File: config.mk
export PLATFORM = sky130hd
export DESIGN_NAME = sram_fifo_ctrl
export DESIGN_NICKNAME = d
export VERILOG_FILES = /design/src/rtl/sram_fifo_ctrl_pkg.sv /design/src/rtl/sram_fifo_ctrl_obuf.sv /design/src/rtl/sram_fifo_ctrl.sv
export SDC_FILE = /design/constraint.sdc
export NUM_CORES = 1
export LEC_CHECK = 0
export BUFFER_PORTS_ARGS = -buffer_cell sky130_fd_sc_hd__buf_2
export CAP_MARGIN = 5
export CORE_AREA = 2 2 110 112
export CTS_CLUSTER_SIZE = 16
export DETAILED_ROUTE_END_ITERATION = 12
export DIE_AREA = 0 0 112 114
export HOLD_SLACK_MARGIN = 0.05
export PLACE_DENSITY = 0.79
export SLEW_MARGIN = 20
export SYNTH_ARGS = -nofsm -noshare
export SYNTH_HDL_FRONTEND = slang
export SYNTH_HIERARCHICAL = 1
export SYNTH_SLANG_ARGS = --single-unit
File: constraint.sdc
create_clock -name clk -period 2.8 [get_ports clk]
set_input_delay 0.14 -clock clk [delete_from_list [all_inputs] [get_ports clk]]
set_output_delay 0.14 -clock clk [all_outputs]
set_load 0.005 [all_outputs]
File: src/rtl/sram_fifo_ctrl_pkg.sv
// Shared sizing for the SRAM-backed FIFO controller and its output buffer.
package sram_fifo_pkg;
  localparam int DEPTH      = 128;
  localparam int AW         = $clog2(DEPTH);
  localparam int DW         = 24;
  localparam int NBM        = DW / 8;
  localparam int OBUF_DEPTH = 3;
  localparam int CW         = 8;
  localparam int OB_CW      = $clog2(OBUF_DEPTH + 1);
  localparam logic [NBM-1:0] WBM_ALL = '1;
endpackage

File: src/rtl/sram_fifo_ctrl_obuf.sv
// Small register FIFO in front of the consumer; entry 0 is always the head,
// so the head data leaves straight from a flop.
module sram_fifo_obuf
  import sram_fifo_pkg::*;
(
  input  logic             clk,
  input  logic             reset,
  input  logic             push,
  input  logic [DW-1:0]    din,
  input  logic             pop,
  output logic [DW-1:0]    head,
  output logic [OB_CW-1:0] cnt
);
  logic [DW-1:0]    ent     [OBUF_DEPTH];
  logic [DW-1:0]    ent_nxt [OBUF_DEPTH];
  logic [OB_CW-1:0] wr_idx;

  // Pop shifts towards the head; a simultaneous push lands one slot lower.
  always_comb begin
    ent_nxt = ent;
    wr_idx  = pop ? (cnt - OB_CW'(1)) : cnt;
    if (pop) begin
      for (int i = 0; i < OBUF_DEPTH - 1; i++) ent_nxt[i] = ent[i+1];
    end
    if (push) begin
      for (int i = 0; i < OBUF_DEPTH; i++) begin
        if (OB_CW'(i) == wr_idx) ent_nxt[i] = din;
      end
    end
  end

  always_ff @(posedge clk or posedge reset) begin
    if (reset) begin
      cnt <= '0;
      ent <= '{default: '0};
    end else begin
      cnt <= cnt + OB_CW'(push) - OB_CW'(pop);
      ent <= ent_nxt;
    end
  end

  assign head = ent[0];
endmodule

File: src/rtl/sram_fifo_ctrl.sv
// FIFO controller over one single-port 128x24 SRAM with a 3-entry output buffer.
// Define SRAM_FIFO_BYPASS_EN to let enqueues skip the SRAM when it is empty.
module sram_fifo_ctrl
  import sram_fifo_pkg::*;
(
  input  logic           clk,
  input  logic           reset,
  input  logic           enq_valid,
  output logic           enq_ready,
  input  logic [DW-1:0]  enq_bits,
  output logic           deq_valid,
  input  logic           deq_ready,
  output logic [DW-1:0]  deq_bits,
  output logic [CW-1:0]  count,
  output logic [AW-1:0]  sram_a,
  output logic           sram_csb,
  output logic           sram_web,
  output logic [NBM-1:0] sram_wbm,
  output logic           sram_oeb,
  output logic [DW-1:0]  sram_i,
  input  logic [DW-1:0]  sram_o
);
  // Handshakes: a word moves on a port only in a cycle where valid && ready;
  // valid never depends on ready, and ready is computed from registered state.
  localparam logic [CW-1:0]  DEPTH_C = CW'(DEPTH);
  localparam logic [OB_CW:0] OBUF_C  = (OB_CW + 1)'(OBUF_DEPTH);

  logic [AW-1:0]    wr_ptr, rd_ptr;
  logic [CW-1:0]    sram_cnt;
  logic             rd_inflight;
  logic [OB_CW-1:0] ob_cnt;
  logic             rd_sel, enq_fire, wr_fire, byp, byp_fire;
  logic             ob_push, ob_pop;
  logic [DW-1:0]    ob_din;

  // Read only when the buffer is guaranteed room at capture time.
  assign rd_sel = (sram_cnt != '0) &&
                  (({1'b0, ob_cnt} + {{OB_CW{1'b0}}, rd_inflight}) < OBUF_C);

`ifdef SRAM_FIFO_BYPASS_EN
  assign byp = (sram_cnt == '0) && !rd_inflight && (ob_cnt < OB_CW'(OBUF_DEPTH));
`else
  assign byp = 1'b0;
`endif

  assign enq_ready = (sram_cnt < DEPTH_C) && !rd_sel;
  assign enq_fire  = enq_valid && enq_ready;
  assign wr_fire   = enq_fire && !byp;
  assign byp_fire  = enq_fire && byp;

  assign sram_a   = rd_sel ? rd_ptr : wr_ptr;
  assign sram_csb = !(rd_sel || wr_fire);
  assign sram_web = !wr_fire;
  assign sram_wbm = WBM_ALL;
  assign sram_oeb = 1'b0;
  assign sram_i   = enq_bits;

  // Bypass needs no read in flight, so capture and bypass never collide.
  assign ob_push   = rd_inflight || byp_fire;
  assign ob_din    = rd_inflight ? sram_o : enq_bits;
  assign deq_valid = (ob_cnt != '0);
  assign ob_pop    = deq_valid && deq_ready;
  assign count     = sram_cnt + CW'(rd_inflight) + CW'(ob_cnt);

  always_ff @(posedge clk or posedge reset) begin
    if (reset) begin
      wr_ptr      <= '0;
      rd_ptr      <= '0;
      sram_cnt    <= '0;
      rd_inflight <= 1'b0;
    end else begin
      if (rd_sel)  rd_ptr <= rd_ptr + AW'(1);
      if (wr_fire) wr_ptr <= wr_ptr + AW'(1);
      sram_cnt    <= sram_cnt + CW'(wr_fire) - CW'(rd_sel);
      rd_inflight <= rd_sel;
    end
  end

  sram_fifo_obuf u_obuf (
    .clk   (clk),
    .reset (reset),
    .push  (ob_push),
    .din   (ob_din),
    .pop   (ob_pop),
    .head  (deq_bits),
    .cnt   (ob_cnt)
  );
endmodule
==> summary.md <==
| Metric | Value |
|---|---|
| Drt first pass iters | 4 |
| Number of synthesized flops with an enable pin | 0 |
| Worst Reg2Reg Path Length in Cells | 13 |
| Initial drt markers | ~140 |
| Final setup vio count | 0 |
| Cell Area, Synth | between 5000 and 6000 um2 |
| Cell taking the most area after synthesis | dfrtp_1 |
| Die ar. | between 10,000 and 15,000 um2 |
| Max Slew Vio Count | 0 |
| Synth top cells by count | mux2_2, dfrtp_1, buf_4 |
| First-pass GRT wire length | between 15 and 20 mm |
| IR drop worst, VDD | around 1200 uV |
| Place WS | ~0.05 ns |
| # H-tree levels | 3 |
| GRT Total Usage | 16.4% |
| Post-DP HPWL | 7.29 mm |
| Num CTS Buffers | 9 |
| Sequential-to-total area share from yosys stat | 42.5% |
| Status | finished clean |
| Port bufs | around 120 |
| Hold path depth | 3 |
| Core area | around 12,000 um2 |
| Pleak | between 0.003 and 0.004 uW |
| Initial antenna violation count | 0 |
| Initial core utilization | 48.8% |
| Worst EP arrival | about 3.0 ns |
| Primary FF master, synth | dfrtp_1 |
| Final count of hold timing violations | 0 |
| Number of distinct library cells after synthesis | 46 |
| Post-synth ARST share | 100% |
| Row count | 40 |
| Min Clock Period, post-route | between 2 and 3 ns |
| WL/cell | 14.7 um |
| Number of global-route vias before repair | 3,554 |
| Setup WS post-layout | about 0.095 ns |
| TritonCTS clock tree | built |
| Clock transition at the registers of the reported paths | 0.07 ns |
| Vias | about 3.5k |
| Fin crit share | 96.6% |
| Slew headroom | 41.7% |
| Crit path launch type | register |
| Clk_lat worst skew | 0.34 ns |
| CTS root buf | clkbuf_16 |
| Hold_ws | roughly 0.19 ns |
| Final-stage net count | roughly 620 |
| Least-Margin Pin Slew | approximately 0.87 ns |
| Worst path required time | a little over 3 ns |
| PnR Total Power | slightly above 9000 uW |
| IO Count | ~120 |
| Grt ovf | 0 |
| DR vias/cell | between 5 and 6 |
| Design Area, Final | about 6600 um2 |
| Synth Instances | ~470 |
| # diodes | 0 |
| Layout Skew | about 0.006 ns |
| Area Growth Syn to Fin | 14.6% |
| Synth top area cells | dfrtp_1, mux2_2, buf_4 |
| Unrepaired setup endpoints after global routing | false |
| DIE WIDTH | 112 um |
| Setup_tns | 0 ns |
| Pin count of the biggest net entering global routing | ~60 |
| Hold WC Path Type | input port to register |
| Critical path class | register to register |
| Max Freq | between 300 and 400 MHz |
| DIE HEIGHT | approximately 110 um |
| Syn Area/Cell | 12.3 um2 |
| Syn. warnings | 6 |
| Crit Path Max Fanout | 2 |
| Clock Path Buffers | 2 |
| #FFs+latches synth | 97 |
| Post-route ant nets | 0 |
| Synth top area share | 42.5% |
| Share of layout cells above drive strength 1 | slightly below 60% |
| CP Capture Type | register |
| Post-Route WL | 10.2 mm |
| Cell Area, Placed | between 6000 and 7000 um2 |
| GP Congestion | between 0.8 and 0.9 |
| Filler Cell Count | 963 |
| Most instantiated library cell after synthesis | mux2_2 |
| Drt drc | 0 |
| Max-Cap Viols | 0 |
| Clock sinks | 97 |
| PwrDens | approximately 1400 nW/um2 |
[worst paths after layout]
| check | startpoint | endpoint | slack [ns] |
|---|---|---|---|
| setup / recovery | u_obuf/cnt[0] | sram_cnt[6] | 0.09 |
| hold / removal | sram_o[0] | u_obuf/ent[0] | 0.19 |
| setup reg to reg | u_obuf/cnt[0] | sram_cnt[6] | 0.09 |
| hold reg to reg | wr_ptr[6] | wr_ptr[6] | 0.48 |
| max in group asynchronous | reset | rd_ptr[2] | 1.70 |
| min in group asynchronous | reset | u_obuf/ent[19] | 0.35 |
[stage by stage]
stage	util (%)	std cells
4_1_cts	55.6	694
6_report	56.0	695
2_1_floorplan	-	468
3_5_place_dp	52.7	677
3_3_place_gp	52.7	677
5_1_grt	56.0	695
[routing by layer]
layer  share of wire [%]  track usage, %  wire length (um)  vias up
met1                  45            20.4              4560     1695
met2                  50            28.9              5070      101
met4                0.95            3.90                97        0
li1                    -               -                 -     1699
met3                 4.9            3.99               506        7
met5                   0               0                 0        -
[worst max-delay path: stages, from the launching register on]
cell,delay (ns)
dfrtp_1,0.38
ha_2,0.20
ha_4,0.20
a21o_1,0.21
a31o_1,0.24
buf_6,0.14
inv_6,0.04
ha_2,0.16
inv_2,0.05
fa_2,0.38
a21oi_2,0.19
o311ai_1,0.12
a21oi_1,0.20
xnor2_1,0.13
[cell type report]
class	count	area [um2]	share of cell area [%]
Sequential cell	97	2430	37.0
Multi-Input combinational cell	279	2760	42.2
Inverter	23	91.3	1.39
Tap cell	147	184	2.81
Clock buffer	11	243	3.70
Clock inverter	5	85.1	1.30
Timing Repair Buffer	133	759	11.6
[cell usage in the layout, fill, tap and decap left out, types with 4 or more instances in the layout]
master and instances:
inv_1 20, nor2_1 6, nand2_1 29, xnor2_1 17, dfrtp_1 97, clkbuf_16 9
buf_2 118, nand3_1 6, ha_1 18, conb_1 4, buf_12 4, xor2_1 7
a21oi_1 4, mux2_2 145, buf_4 9
[timing repair]
| action | CTS | global route |
|---|---|---|
| endpoints found under the setup margin | 0 | 3 |
| resized for setup | 0 | 6 |
| hold buffers | 1 | 0 |
| setup buffers | 0 | 1 |
| hold endpoints to repair | 37 | 0 |
[power by group]
part | internal [uW] | total [uW] | switching [uW]
Sequential | 2170 | 2630 | 454
Clock | 814 | 1340 | 526
Combinational | 2840 | 5150 | 2310
[registers in the layout (all words and copies together), names as in the netlist]
register and cells:
u_obuf/ent 48, u_obuf/head 24, sram_cnt 8, rd_ptr 7, wr_ptr 7, u_obuf/cnt 2
ob_push 1
[cells by family (layout without fill, tap and decap cells)]
group           after synthesis  after routing  synth area share, %
fa+ha+maj                    26             26                 6.08
simple gates                 61             61                 5.84
xor+xnor                     26             26                 4.44
compound gates               17             17                 2.21
other cells                   2              4                0.131
mux                         145            145                 28.6
buf+inv                      92            172                 10.3
flops                        97             97                 42.5
(Power assumes the default switching activity.)
